$ cat src/rtl/alu_pkg.sv
// Shared opcode, error-bit and entry-format definitions for the ALU result stage.
package alu_pkg;

  localparam logic [3:0] OP_NOP    = 4'b0000;
  localparam logic [3:0] OP_RST    = 4'b0001;
  localparam logic [3:0] OP_ILL_LO = 4'b0010;
  localparam logic [3:0] OP_NOT    = 4'b0011;
  localparam logic [3:0] OP_MUL    = 4'b1010;
  localparam logic [3:0] OP_ADD    = 4'b1011;
  localparam logic [3:0] OP_SUB    = 4'b1100;
  localparam logic [3:0] OP_DIV    = 4'b1101;
  localparam logic [3:0] OP_MOD    = 4'b1110;
  localparam logic [3:0] OP_ILL_HI = 4'b1111;

  localparam int ERR_OVF  = 0;
  localparam int ERR_DIV0 = 1;
  localparam int STK_ILL  = 2;

  localparam int ENTRY_W = 38;

  typedef enum logic [1:0] {
    CLS_NOP,
    CLS_RST,
    CLS_ILL,
    CLS_ALU
  } op_class_e;

  function automatic op_class_e op_class(input logic [3:0] op);
    if (op == OP_NOP) return CLS_NOP;
    if (op == OP_RST) return CLS_RST;
    if (op == OP_ILL_LO || op == OP_ILL_HI) return CLS_ILL;
    return CLS_ALU;
  endfunction

endpackage

$ cat src/rtl/result_fifo.sv
// In-order result FIFO; head holds the last shown entry while empty.
module result_fifo #(
  parameter int DEPTH   = 2,
  parameter int ENTRY_W = 38
) (
  input  logic               clk,
  input  logic               rst,
  input  logic               push,
  input  logic [ENTRY_W-1:0] push_data,
  input  logic               pop,
  output logic               full,
  output logic               empty,
  output logic [ENTRY_W-1:0] head
);

  localparam int PTR_W = (DEPTH > 1) ? $clog2(DEPTH) : 1;
  localparam int CNT_W = $clog2(DEPTH + 1);

  logic [ENTRY_W-1:0] mem_q [DEPTH];
  logic [ENTRY_W-1:0] mem_d [DEPTH];
  logic [PTR_W-1:0]   wr_ptr_q, wr_ptr_d;
  logic [PTR_W-1:0]   rd_ptr_q, rd_ptr_d;
  logic [CNT_W-1:0]   count_q, count_d;
  logic [ENTRY_W-1:0] last_q, last_d;

  assign full  = (count_q == CNT_W'(DEPTH));
  assign empty = (count_q == '0);
  assign head  = empty ? last_q : mem_q[rd_ptr_q];

  always_comb begin
    mem_d    = mem_q;
    wr_ptr_d = wr_ptr_q;
    rd_ptr_d = rd_ptr_q;
    count_d  = count_q;
    last_d   = last_q;
    if (push) begin
      mem_d[wr_ptr_q] = push_data;
      wr_ptr_d        = wr_ptr_q + PTR_W'(1);
    end
    if (pop) begin
      // Remember the popped entry so head stays stable once the FIFO drains.
      last_d   = mem_q[rd_ptr_q];
      rd_ptr_d = rd_ptr_q + PTR_W'(1);
    end
    case ({push, pop})
      2'b10:   count_d = count_q + CNT_W'(1);
      2'b01:   count_d = count_q - CNT_W'(1);
      default: count_d = count_q;
    endcase
  end

  always_ff @(posedge clk or posedge rst) begin
    if (rst) begin
      for (int i = 0; i < DEPTH; i++) mem_q[i] <= '0;
      wr_ptr_q <= '0;
      rd_ptr_q <= '0;
      count_q  <= '0;
      last_q   <= '0;
    end else begin
      mem_q    <= mem_d;
      wr_ptr_q <= wr_ptr_d;
      rd_ptr_q <= rd_ptr_d;
      count_q  <= count_d;
      last_q   <= last_d;
    end
  end

endmodule

$ cat src/rtl/alu_result_stage.sv
// Registered result stage behind the 16-bit ALU: accumulator, sticky errors,
// saturating op counter and a buffered valid/ready result stream.
module alu_result_stage
  import alu_pkg::*;
#(
  parameter int DEPTH = 2,
  parameter int CNT_W = 16
) (
  input  logic                clk,
  input  logic                rst,
  input  logic                in_valid,
  output logic                in_ready,
  input  logic [3:0]          opcode,
  input  logic [31:0]         result,
  input  logic [1:0]          err_in,
  output logic [31:0]         acc,
  output logic                out_valid,
  input  logic                out_ready,
  output logic [ENTRY_W-1:0]  out_data,
  output logic [2:0]          sticky_err,
  output logic [CNT_W-1:0]    op_count
);

  logic [31:0]        acc_q, acc_d;
  logic [2:0]         sticky_q, sticky_d;
  logic [CNT_W-1:0]   cnt_q, cnt_d;
  logic               push, pop, full, empty, accept;
  logic [ENTRY_W-1:0] push_data;

  assign in_ready   = !full;
  assign accept     = in_valid && in_ready;
  assign out_valid  = !empty;
  assign pop        = out_valid && out_ready;
  assign acc        = acc_q;
  assign sticky_err = sticky_q;
  assign op_count   = cnt_q;

  always_comb begin
    acc_d     = acc_q;
    sticky_d  = sticky_q;
    cnt_d     = cnt_q;
    push      = 1'b0;
    push_data = '0;
    if (accept) begin
      case (op_class(opcode))
        CLS_RST: begin
          acc_d    = '0;
          sticky_d = '0;
        end
        CLS_ILL: begin
          sticky_d[STK_ILL] = 1'b1;
          push              = 1'b1;
          push_data         = {opcode, 2'b00, 32'h0};
        end
        CLS_ALU: begin
          // Error results are still loaded; the flags only travel alongside.
          acc_d                    = result;
          sticky_d[ERR_DIV0:ERR_OVF] = sticky_q[ERR_DIV0:ERR_OVF] | err_in;
          push                     = 1'b1;
          push_data                = {opcode, err_in, result};
          if (cnt_q != '1) cnt_d = cnt_q + CNT_W'(1);
        end
        default: ;
      endcase
    end
  end

  always_ff @(posedge clk or posedge rst) begin
    if (rst) begin
      acc_q    <= '0;
      sticky_q <= '0;
      cnt_q    <= '0;
    end else begin
      acc_q    <= acc_d;
      sticky_q <= sticky_d;
      cnt_q    <= cnt_d;
    end
  end

  result_fifo #(
    .DEPTH  (DEPTH),
    .ENTRY_W(ENTRY_W)
  ) u_fifo (
    .clk      (clk),
    .rst      (rst),
    .push     (push),
    .push_data(push_data),
    .pop      (pop),
    .full     (full),
    .empty    (empty),
    .head     (out_data)
  );

endmodule

$ cat config.mk
export PLATFORM = sky130hd
export DESIGN_NAME = alu_result_stage
export DESIGN_NICKNAME = d
export VERILOG_FILES = /design/src/rtl/alu_pkg.sv /design/src/rtl/result_fifo.sv /design/src/rtl/alu_result_stage.sv
export SDC_FILE = /design/constraint.sdc
export NUM_CORES = 1
export LEC_CHECK = 0
export ABC_AREA = 1
export CORE_ASPECT_RATIO = 0.75
export CORE_MARGIN = 3
export CORE_UTILIZATION = 39
export CTS_BUF_LIST = sky130_fd_sc_hd__clkbuf_8
export DETAILED_ROUTE_END_ITERATION = 6
export DONT_BUFFER_PORTS = 1
export HOLD_SLACK_MARGIN = 0.08
export PLACE_DENSITY = 0.64
export RECOVER_POWER = 100
export SLEW_MARGIN = 20
export SYNTH_ARGS = -nofsm -noshare
export SYNTH_HDL_FRONTEND = slang
export SYNTH_SLANG_ARGS = --single-unit
export TNS_END_PERCENT = 20
$ cat constraint.sdc
create_clock -name clk -period 13.4 [get_ports clk]
set_clock_uncertainty 0.15 [all_clocks]
set_input_delay 1.34 -clock clk [delete_from_list [all_inputs] [get_ports clk]]
set_output_delay 1.34 -clock clk [all_outputs]
set_load 0.02 [all_outputs]
==> metrics.md, run 1 <==
| Metric | Value |
|---|---|
| Status | `finished, violations left` |
| Violated checks | `capacitance limit, slew limit` |
| PortBufs | `0` |
| H-tree levels | `4` |
| Dpl cells | `1,164` |
| Final setup fails | `0` |
| DP Area | `7770 um2` |
| Startpoint types | `input pin` |
| FP Rows | `43` |
| Hold WC Path Type | `flip-flop to flip-flop` |
| Non-Filler Instances | `1,196` |
| Post-route minimum period | `7130 ps` |
| MaxCap Viol Count | `6` |
| Worst R2R Path Depth | `7` |
| 1st-iter DRT viols | `378` |
| Die height | `127 um` |
| CP peak stage delay | `2570 ps` |
| Netlist cell types | `27` |
| Post-route clock period utilization | `53.2%` |
| Post-synth top cells | `407 x nand2_1, 169 x dfrtp_1, 147 x o21ai_0` |
| # resized after CTS | `0` |
| Worst hold stages | `2` |
| Number of synthesized flops with an enable pin | `0` |
| Antenna Nets Post-Route | `0` |
| Largest net degree at the start of global routing | `104` |
| TritonCTS Sinks | `169` |
| Syn nets | `1,011` |
| First-pass GRT wire length | `29.1 mm` |
| Worst setup EP type | `async pin` |
| Synthesized cell area | `7660 um2` |
| Cell family with most CP delay | `buffers and inverters` |
| Fmax | `140 MHz` |
| Leakage | `0.00388 uW` |
| Vias | `5,822` |
| Worst-path clk slew | `90 ps` |
| Root Buffer | `clkbuf_8` |
| Ys async rst share | `100%` |
| Clock latency on the worst-skew pair | `460 ps` |
| Power Dens Cells | `240 nW/um2` |
| Largest area contributor in the netlist | `dfrtp_1` |
| Cts hold-fix bufs | `0` |
| Leading cell type by number of instances after synthesis | `nand2_1` |
| Die ar. | `21,400 um2` |
| Slew @ Worst Pin | `4620 ps` |
| Peak supply drop | `112 uV` |
| Via density | `4.87` |
| CP Buf/Inv Count | `2` |
| Final worst slack | `6270 ps` |
| Number of failing hold endpoints at the final stage | `0` |
| I/O pin cnt | `133` |
| # DRC | `0` |
| Starting density of the core | `40.6%` |
| R2r endpoint | `u_fifo.last_q[12]` |
| Fill cell count | `1,892` |
| CTS tree | `done` |
| Hold Path Origin | `u_fifo.mem_q[36]` |
| Die span in x | `168 um` |
| Area delta synth->final | `5.99%` |
| Post-route setup TNS | `0 ps` |
| Worst-path fanout max | `103` |
| Clock buffer depth | `2` |
| Top post-synthesis cells by area | `dfrtp_1 55%, nand2_1 20%, o21ai_0 9.6%` |
| Predominant post-synthesis flop cell | `dfrtp_1` |
| Seq cells post-synth | `169` |
| Critical Path AT | `6490 ps` |
| Initial antenna violation count | `0` |
| Clock buffer count from CTS | `17` |
| Max Slew Vio Count | `444` |
| CP Class | `input pin to async pin` |
| Register area share after synthesis | `55.2%` |
| Routed len/inst | `14.7 um` |
| N_diodes | `0` |
| Hold endpoint | `u_fifo.mem_q[36]` |
| Share of cells above drive strength 1 | `4.64%` |
| Setup Fix Bufs, Post-CTS | `0` |
| RePlAce Congestion | `0.759` |
| Final Instance Area | `8120 um2` |
| DRT Pass-1 Iters | `5` |
| Core area | `18,900 um2` |
| Reg2reg start | `u_fifo.count_q[0]` |
| Dpl hpwl | `11.4 mm` |
| Vias in the first global route | `5,427` |
| WL final | `17.6 mm` |
| Top-area cell type share of the netlist area | `55.2%` |
| Worst reg-to-reg setup slack | `7220 ps` |
| GR Util All Layers | `17.1%` |
| Crit path required time | `12,770 ps` |
| Gate Count Post-Synth | `965` |
| Highest-delay cell along the critical path | `clkbuf_1` |
| Synthesis Warnings | `0` |
| Total grt overflow | `0` |
| CP cell instances | `clkinvlp_2, clkbuf_1` |
| Layout Nets | `982` |
| Mapped Avg Cell Area | `7.94 um2` |
| Unrepaired setup endpoints after global routing | `no` |
| Slew HR | `-210%` |
| Post-place setup slack | `9510 ps` |
[how the worst max path moves through the flow]
stage | from | endpoint | slack, ps | cells after the start
2_1_floorplan | rst | acc[0] | 7330 | 1
3_3_place_gp | u_fifo.rd_ptr_q | out_data[1] | 8980 | 5
3_5_place_dp | u_fifo.rd_ptr_q | out_data[1] | 9510 | 5
4_1_cts | u_fifo.rd_ptr_q | out_data[1] | 9000 | 5
5_1_grt | rst | u_fifo.rd_ptr_q | 4910 | 2
6_report | rst | u_fifo.rd_ptr_q | 6270 | 2
[logic make-up after synthesis]
group / share of synthesized area, %
AO/OA/AOI/OAI: 12.7
XOR/XNOR: 0.457
adder cells (fa/ha/maj): 0.653
buffers and inverters: 6.97
flip-flops: 55.2
AND/OR/NAND/NOR: 24.0
[registers in the layout, summed over array words and instances, names as in the netlist]
name and cells:
op_count 16, u_fifo.rd_ptr_q 1, sticky_err 3, u_fifo.mem_q 76, u_fifo.last_q 38, u_fifo.wr_ptr_q 1, acc 32, u_fifo.count_q 2
[final cells by class]
| type | instances | area, um2 | share of cell area [%] |
|---|---|---|---|
| Sequential cell | 169 | 4230 | 52.1 |
| Multi-Input combinational cell | 666 | 2850 | 35.1 |
| Tap cell | 247 | 309 | 3.81 |
| Inverter | 77 | 295 | 3.64 |
| Clock buffer | 19 | 262 | 3.22 |
| Clock inverter | 13 | 144 | 1.77 |
| Timing Repair Buffer | 5 | 26.3 | 0.324 |
[metal layers]
layer,wire (um),vias to the layer above,track usage (%)
li1,-,2967,-
met1,8720,2701,24.6
met2,7550,141,25.5
met3,1210,13,5.10
met4,146,0,4.47
met5,0,-,0
[power breakdown]
| group | internal [uW] | switching (uW) | total (uW) | leakage (uW) |
|---|---|---|---|---|
| clock | 177 | 194 | 371 | 0.000195 |
| sequential | 712 | 199 | 911 | 0.00218 |
| combinational | 174 | 496 | 670 | 0.00151 |
[per-stage QoR]
| step | util (%) | total power, uW | hold slack, ps |
|---|---|---|---|
| global route | 43.0 | 2120 | 356 |
| global placement | 41.2 | 1600 | 307 |
| detailed placement | 41.2 | 1620 | 310 |
| floorplan | - | 1460 | 292 |
| finish | 43.0 | 1950 | 328 |
| CTS | 43.3 | 1990 | 332 |
[worst min-delay path, delay by kind of cell (launching register included)]
family,cells,cell delay [ps]
DFF,1,350
and+or+nand+nor,2,100
[placed cells by master, fill, tap and decap left out, drive strengths merged]
cell      netlist  final
xnor2           2      2
clkbuf         25     22
clkinv          2      8
bufinv          0      2
nand2         410    410
xor2            2      2
clkinvlp        0      7
a21oi           1      1
buf            28      2
nand4           2      2
ha              4      4
nand3b          1      1
inv            75     73
nor2           27     27
o21ai         189    189
dfrtp         169    169
nand3          24     24
nor3            4      4
Power figures use the tool's default switching activity.
==> run 2, diff against run 1 <==
==> constraint.sdc (replaced) <==
create_clock -name clk -period 7.2 [get_ports clk]
set_clock_uncertainty 0.15 [all_clocks]
set_input_delay 0.72 -clock clk [delete_from_list [all_inputs] [get_ports clk]]
set_output_delay 0.72 -clock clk [all_outputs]
set_load 0.02 [all_outputs]
==> run 2 against run 1 <==
Effect of this change: the run still ends with capacitance limit, slew limit left; wire length shrank 0.10%; power grew 84%; largest cell class unchanged; sequential power grew 86%; via count is essentially flat; critical path depth grew 6; global-route usage grew 0.096 points; non-clock buffer count is the same; clock power grew 73%.
==> metrics.md, run 2 (synthesis gave the netlist of run 1 again) <==
| Metric | Value |
|---|---|
| Hold Path Origin | `result[6]` |
| # resized after CTS | `0 (unchanged)` |
| Area delta synth->final | `5.59%` |
| Max Slew Vio Count | `405 (-8.8%)` |
| Most frequent cells in the layout | `410 x nand2_1, 187 x o21ai_0, 168 x dfrtp_1` |
| CP Buf/Inv Count | `3 (+1)` |
| Clock buffer count from CTS | `17 (unchanged)` |
| Via density | `4.87 (about the same)` |
| First-pass GRT wire length | `29.4 mm (+1.3%)` |
| Die span in x | `168 um (unchanged)` |
| Cell mode on critical path | `nand2_1` |
| Critical Path AT | `4800 ps (-1690 ps)` |
| Crit path required time | `7330 ps (-5440 ps)` |
| Peak supply drop | `225 uV (+100%)` |
| FP Rows | `43 (unchanged)` |
| Core area | `18,900 um2 (unchanged)` |
| Startpoint types | `flip-flop` |
| Layout Nets | `982 (unchanged)` |
| Most common cell after layout, fill and taps aside | `nand2_1` |
| Finished Core Util | `42.8% (-0.17 points)` |
| CP cell instances | `clkinv_1, nand2_1, nand2_1, clkinvlp_2, nand2_1, nor2_1, clkinvlp_2, o21ai_0` |
| Worst hold stages | `2 (unchanged)` |
| Die height | `127 um (unchanged)` |
| Routed len/inst | `14.7 um (-0.10%)` |
| CTS tree | `done` |
| Fill cell count | `1,918 (+1.4%)` |
| Clock buffer depth | `2 (unchanged)` |
| Non-Filler Instances | `1,196 (unchanged)` |
| # DRC | `0 (unchanged)` |
| Leakage | `0.00386 uW (-0.43%)` |
| Unrepaired setup endpoints after global routing | `no` |
| Antenna Nets Post-Route | `0 (unchanged)` |
| DRT Pass-1 Iters | `6 (+1)` |
| Dpl cells | `1,164 (unchanged)` |
| Die ar. | `21,400 um2 (unchanged)` |
| Reg2reg start | `u_fifo.count_q[0]` |
| Post-route minimum period | `4670 ps` |
| N_diodes | `0 (unchanged)` |
| Hold WC Path Type | `input pin to flip-flop` |
| Fmax | `214 MHz` |
| Starting density of the core | `40.6% (unchanged)` |
| Hold endpoint | `acc[6]` |
| Vias in the first global route | `5,503 (+1.4%)` |
| H-tree levels | `4 (unchanged)` |
| MaxCap Viol Count | `7 (+1)` |
| Root Buffer | `clkbuf_8` |
| Cell family with most CP delay | `buffers and inverters` |
| Highest-delay cell along the critical path | `clkinvlp_2` |
| Total grt overflow | `0 (unchanged)` |
| 1st-iter DRT viols | `417 (+10%)` |
| Vias | `5,820 (-0.034%)` |
| PortBufs | `0 (unchanged)` |
| Largest register by flop count | `u_fifo.mem_q` |
| Largest net degree at the start of global routing | `104 (unchanged)` |
| GR Util All Layers | `17.2% (+0.096 points)` |
| Violated checks | `capacitance limit, slew limit` |
| Power Dens Cells | `443 nW/um2 (+84%)` |
| WL final | `17.6 mm (-0.10%)` |
| Share of cells above drive strength 1 | `4.64% (unchanged)` |
| Status | `finished, violations left` |
| Number of flip-flops in the largest register | `76 (unchanged)` |
| Post-route setup TNS | `0 ps (unchanged)` |
| Final Instance Area | `8090 um2 (-0.39%)` |
| Post-route clock period utilization | `64.9%` |
| Setup Fix Bufs, Post-CTS | `0 (unchanged)` |
| Final setup fails | `0 (unchanged)` |
| Slew @ Worst Pin | `4490 ps (-130 ps)` |
| Clock latency on the worst-skew pair | `450 ps (about the same)` |
| Worst-path clk slew | `90 ps (about the same)` |
| Worst reg-to-reg setup slack | `2530 ps (-4690 ps)` |
| TritonCTS Sinks | `169 (unchanged)` |
| R2r endpoint | `u_fifo.mem_q[68]` |
| Dpl hpwl | `11.4 mm (about the same)` |
| Number of failing hold endpoints at the final stage | `0 (unchanged)` |
| Cts hold-fix bufs | `0 (unchanged)` |
| Slew HR | `-201% (+8.7 points)` |
| I/O pin cnt | `133 (unchanged)` |
| Worst-path fanout max | `69 (-33%)` |
| DP Area | `7770 um2 (unchanged)` |
| CP Class | `flip-flop to flip-flop` |
| Worst R2R Path Depth | `8 (+1)` |
| CP peak stage delay | `1830 ps (-740 ps)` |
| Initial antenna violation count | `0 (unchanged)` |
| RePlAce Congestion | `0.767 (+0.96%)` |
| Worst setup EP type | `flip-flop` |
## run 2: changes by cell type in the layout (fill, tap and decap cells not counted), moves of 2 or more
cell	before	now
clkinv_2	4	0
clkinv_4	3	6
bufinv_16	2	0
clkinvlp_2	3	5
## run 2: worst register-to-register path, stage by stage, from the launching register on
cell and delay [ps]:
dfrtp_1 440, clkinv_1 80, nand2_1 200, nand2_1 150, clkinvlp_2 190, nand2_1 160, nor2_1 470, clkinvlp_2 1830
o21ai_0 840
## run 2: power by group
group | internal [uW] | switching (uW) | leakage, uW
sequential | 1320 | 369 | 0.00218
combinational | 326 | 924 | 0.00150
clock | 266 | 376 | 0.000181
total | 1920 | 1670 | 0.00386
## run 2: layout make-up
cell class | instances | area [um2] | area share [%]
Sequential cell | 169 | 4230 | 52.3
Multi-Input combinational cell | 666 | 2850 | 35.2
Tap cell | 247 | 309 | 3.82
Inverter | 77 | 295 | 3.65
Clock buffer | 19 | 262 | 3.23
Clock inverter | 13 | 113 | 1.39
Timing Repair Buffer | 5 | 30.0 | 0.371
## run 2: metrics by stage
| step | worst slack, ps | hold WS, ps | power (uW) |
|---|---|---|---|
| CTS | 3430 | 206 | 3670 |
| global placement | 3390 | 308 | 2970 |
| finish | 2530 | 260 | 3580 |
| floorplan | 1750 | 292 | 2720 |
| global route | 1930 | 269 | 3910 |
| detailed placement | 3920 | 309 | 3010 |
## run 2: how the worst max path moves through the flow
stage,cells past startpoint,start,to
2_1_floorplan,1,rst,acc[0]
3_3_place_gp,5,u_fifo.rd_ptr_q,out_data[1]
3_5_place_dp,10,u_fifo.count_q[0],u_fifo.count_q[1]
4_1_cts,5,u_fifo.rd_ptr_q,out_data[0]
5_1_grt,8,u_fifo.count_q[0],u_fifo.mem_q[68]
6_report,8,u_fifo.count_q[0],u_fifo.mem_q[68]
## run 2: layer usage
layer	vias up	wire length [um]	global-route usage (%)	part of all wire, %
met5	-	0	0	0
met4	0	104	3.03	0.59
met3	9	999	5.29	5.7
met2	134	7610	25.9	43
met1	2712	8890	25.0	50
li1	2965	-	-	-
==> run 3, diff against run 2 <==
==> constraint.sdc (replaced) <==
create_clock -name clk -period 4.7 [get_ports clk]
set_clock_uncertainty 0.15 [all_clocks]
set_input_delay 0.47 -clock clk [delete_from_list [all_inputs] [get_ports clk]]
set_output_delay 0.47 -clock clk [all_outputs]
set_load 0.02 [all_outputs]
==> run 3 against run 2 <==
Effect of this change: the run still ends with capacitance limit, slew limit left; setup slack got worse by 1500 ps; register-to-register slack worse by 1300 ps; utilization rose by 2.2 points; die area is the same; count of clock-buffer cells in the layout grew 1; largest cell class unchanged; largest power group unchanged; highest routed layer unchanged.
==> metrics.md, run 3 (synthesis gave the netlist of run 1 again) <==
| Metric | Value |
|---|---|
| Status | `finished, violations left` |
| Violated checks | `capacitance limit, slew limit` |
| Vias | `6,069 (+4.3%)` |
| Most frequent cells in the layout | `410 x nand2_1, 182 x o21ai_0, 168 x dfrtp_1` |
| Number of flip-flops in the largest register | `76 (unchanged)` |
| Antenna Nets Post-Route | `0 (unchanged)` |
| Most common cell after layout, fill and taps aside | `nand2_1` |
| Clock buffer count from CTS | `17 (unchanged)` |
| Hold WC Path Type | `input pin to flip-flop` |
| N_diodes | `0 (unchanged)` |
| Routed len/inst | `15.1 um (+2.9%)` |
| Slew @ Worst Pin | `1640 ps (-2850 ps)` |
| Slew HR | `-9.67% (+190 points)` |
| Leakage | `0.00406 uW (+5.2%)` |
| Post-route minimum period | `3620 ps` |
| Core area | `18,900 um2 (unchanged)` |
| Final worst slack | `1080 ps (-1450 ps)` |
| 1st-iter DRT viols | `499 (+20%)` |
| Die ar. | `21,400 um2 (unchanged)` |
| Post-route setup TNS | `0 ps (unchanged)` |
| # resized after CTS | `0 (unchanged)` |
| Initial antenna violation count | `0 (unchanged)` |
| Unrepaired setup endpoints after global routing | `no` |
| Setup Fix Bufs, Post-CTS | `0 (unchanged)` |
| Final setup fails | `0 (unchanged)` |
| Via density | `4.91 (+0.82%)` |
| Fill cell count | `1,882 (-1.9%)` |
| Share of cells above drive strength 1 | `4.44% (-0.19 points)` |
| FP Rows | `43 (unchanged)` |
| Vias in the first global route | `5,802 (+5.4%)` |
| Worst-path fanout max | `43 (-38%)` |
| DRT Pass-1 Iters | `5 (-1)` |
| Post-place setup slack | `1980 ps (-1950 ps)` |
| Fmax | `276 MHz` |
| WL final | `18.7 mm (+6.4%)` |
| Root Buffer | `clkbuf_8` |
| Die span in x | `168 um (unchanged)` |
| Largest net degree at the start of global routing | `106 (+1.9%)` |
| Clock buffer depth | `2 (unchanged)` |
| Power Dens Cells | `661 nW/um2 (+49%)` |
| Largest register by flop count | `u_fifo.mem_q` |
| Worst-path clk slew | `80 ps (about the same)` |
| Post-route clock period utilization | `77.1%` |
| Cts hold-fix bufs | `35 (+35)` |
| Worst setup EP type | `output port` |
| GR Util All Layers | `18.3% (+1.1 points)` |
| CTS tree | `done` |
| # DRC | `0 (unchanged)` |
| Tot Pwr | `5620 uW (+57%)` |
| Area delta synth->final | `11.0%` |
| Dpl hpwl | `12.5 mm (+9.6%)` |
| Startpoint types | `flip-flop` |
| Number of failing hold endpoints at the final stage | `0 (unchanged)` |
| Max Slew Vio Count | `42 (-90%)` |
| RePlAce Congestion | `0.794 (+3.6%)` |
| H-tree levels | `4 (unchanged)` |
| Starting density of the core | `40.6% (unchanged)` |
| CP Class | `flip-flop to output port` |
| TritonCTS Sinks | `169 (unchanged)` |
| MaxCap Viol Count | `1 (-6)` |
| Layout Nets | `1,023 (+4.2%)` |
| First-pass GRT wire length | `31.0 mm (+5.1%)` |
| Critical Path AT | `3000 ps (-1800 ps)` |
| PortBufs | `0 (unchanged)` |
| I/O pin cnt | `133 (unchanged)` |
| Die height | `127 um (unchanged)` |
| Total grt overflow | `0 (unchanged)` |
| Peak supply drop | `302 uV (+34%)` |
| Clock latency on the worst-skew pair | `450 ps (about the same)` |
| Crit path required time | `4080 ps (-3250 ps)` |
==> run 3: cell types whose count changed in the layout (fill, tap and decap cells not counted), sizes merged <==
cell / delta
clkbuf: +4
dlygate4sd3: +35
clkinvlp: -4
bufinv: +2
buf: +3
clkinv: +1
==> run 3: path summary, 6_finish.rpt <==
check                                   endpoint  slack [ps]         startpoint  depth (start not counted)
min in group asynchronous           op_count[12]         410                rst                          2
worst min-delay path             u_fifo.rd_ptr_q         110          out_ready                          2
max in group asynchronous        u_fifo.mem_q[6]        2920                rst                          3
worst max register to register           acc[28]        1220  u_fifo.count_q[0]                          7
worst max-delay path                out_data[25]        1080    u_fifo.rd_ptr_q                          7
worst min register to register  u_fifo.mem_q[35]         330   u_fifo.mem_q[35]                          2
==> run 3: per-stage QoR <==
step                cell area (um2)  util [%]  hold WS (ps)  instances
floorplan                      7660         -           292        965
global placement               7830      41.4           200       1170
detailed placement             7830      41.4           198       1170
CTS                            8580      45.4          81.2       1237
global route                   8500      45.0          97.3       1237
finish                         8500      45.0           113       1237
==> run 3: routing by layer <==
| metal | vias to the layer above | GRT usage (%) | share of wire, % |
|---|---|---|---|
| met5 | - | 0 | 0 |
| met4 | 0 | 5.53 | 1.2 |
| li1 | 3056 | - | - |
| met3 | 15 | 5.85 | 7.1 |
| met1 | 2846 | 27.1 | 50 |
| met2 | 152 | 25.5 | 42 |
==> run 3: cell type report <==
| cell class | count | area [um2] | share of cell area [%] |
|---|---|---|---|
| Sequential cell | 169 | 4230 | 49.8 |
| Multi-Input combinational cell | 666 | 2840 | 33.4 |
| Timing Repair Buffer | 46 | 430 | 5.06 |
| Clock inverter | 12 | 125 | 1.47 |
| Inverter | 77 | 292 | 3.43 |
| Clock buffer | 20 | 275 | 3.24 |
| Tap cell | 247 | 309 | 3.64 |
==> run 3: report_power, final <==
| group | leakage, uW | internal (uW) | switching [uW] |
|---|---|---|---|
| Sequential | 0.00218 | 2030 | 502 |
| Clock | 0.000206 | 512 | 538 |
| Combinational | 0.00168 | 518 | 1520 |
| Total | 0.00406 | 3060 | 2560 |
==> run 3: worst max-delay path, stage by stage (launching register included) <==
cell	delay [ps]
dfrtp_2	390
buf_4	280
clkinv_1	250
clkbuf_1	1000
nand2_1	140
nand2_1	140
nand2_1	50
o21ai_0	300
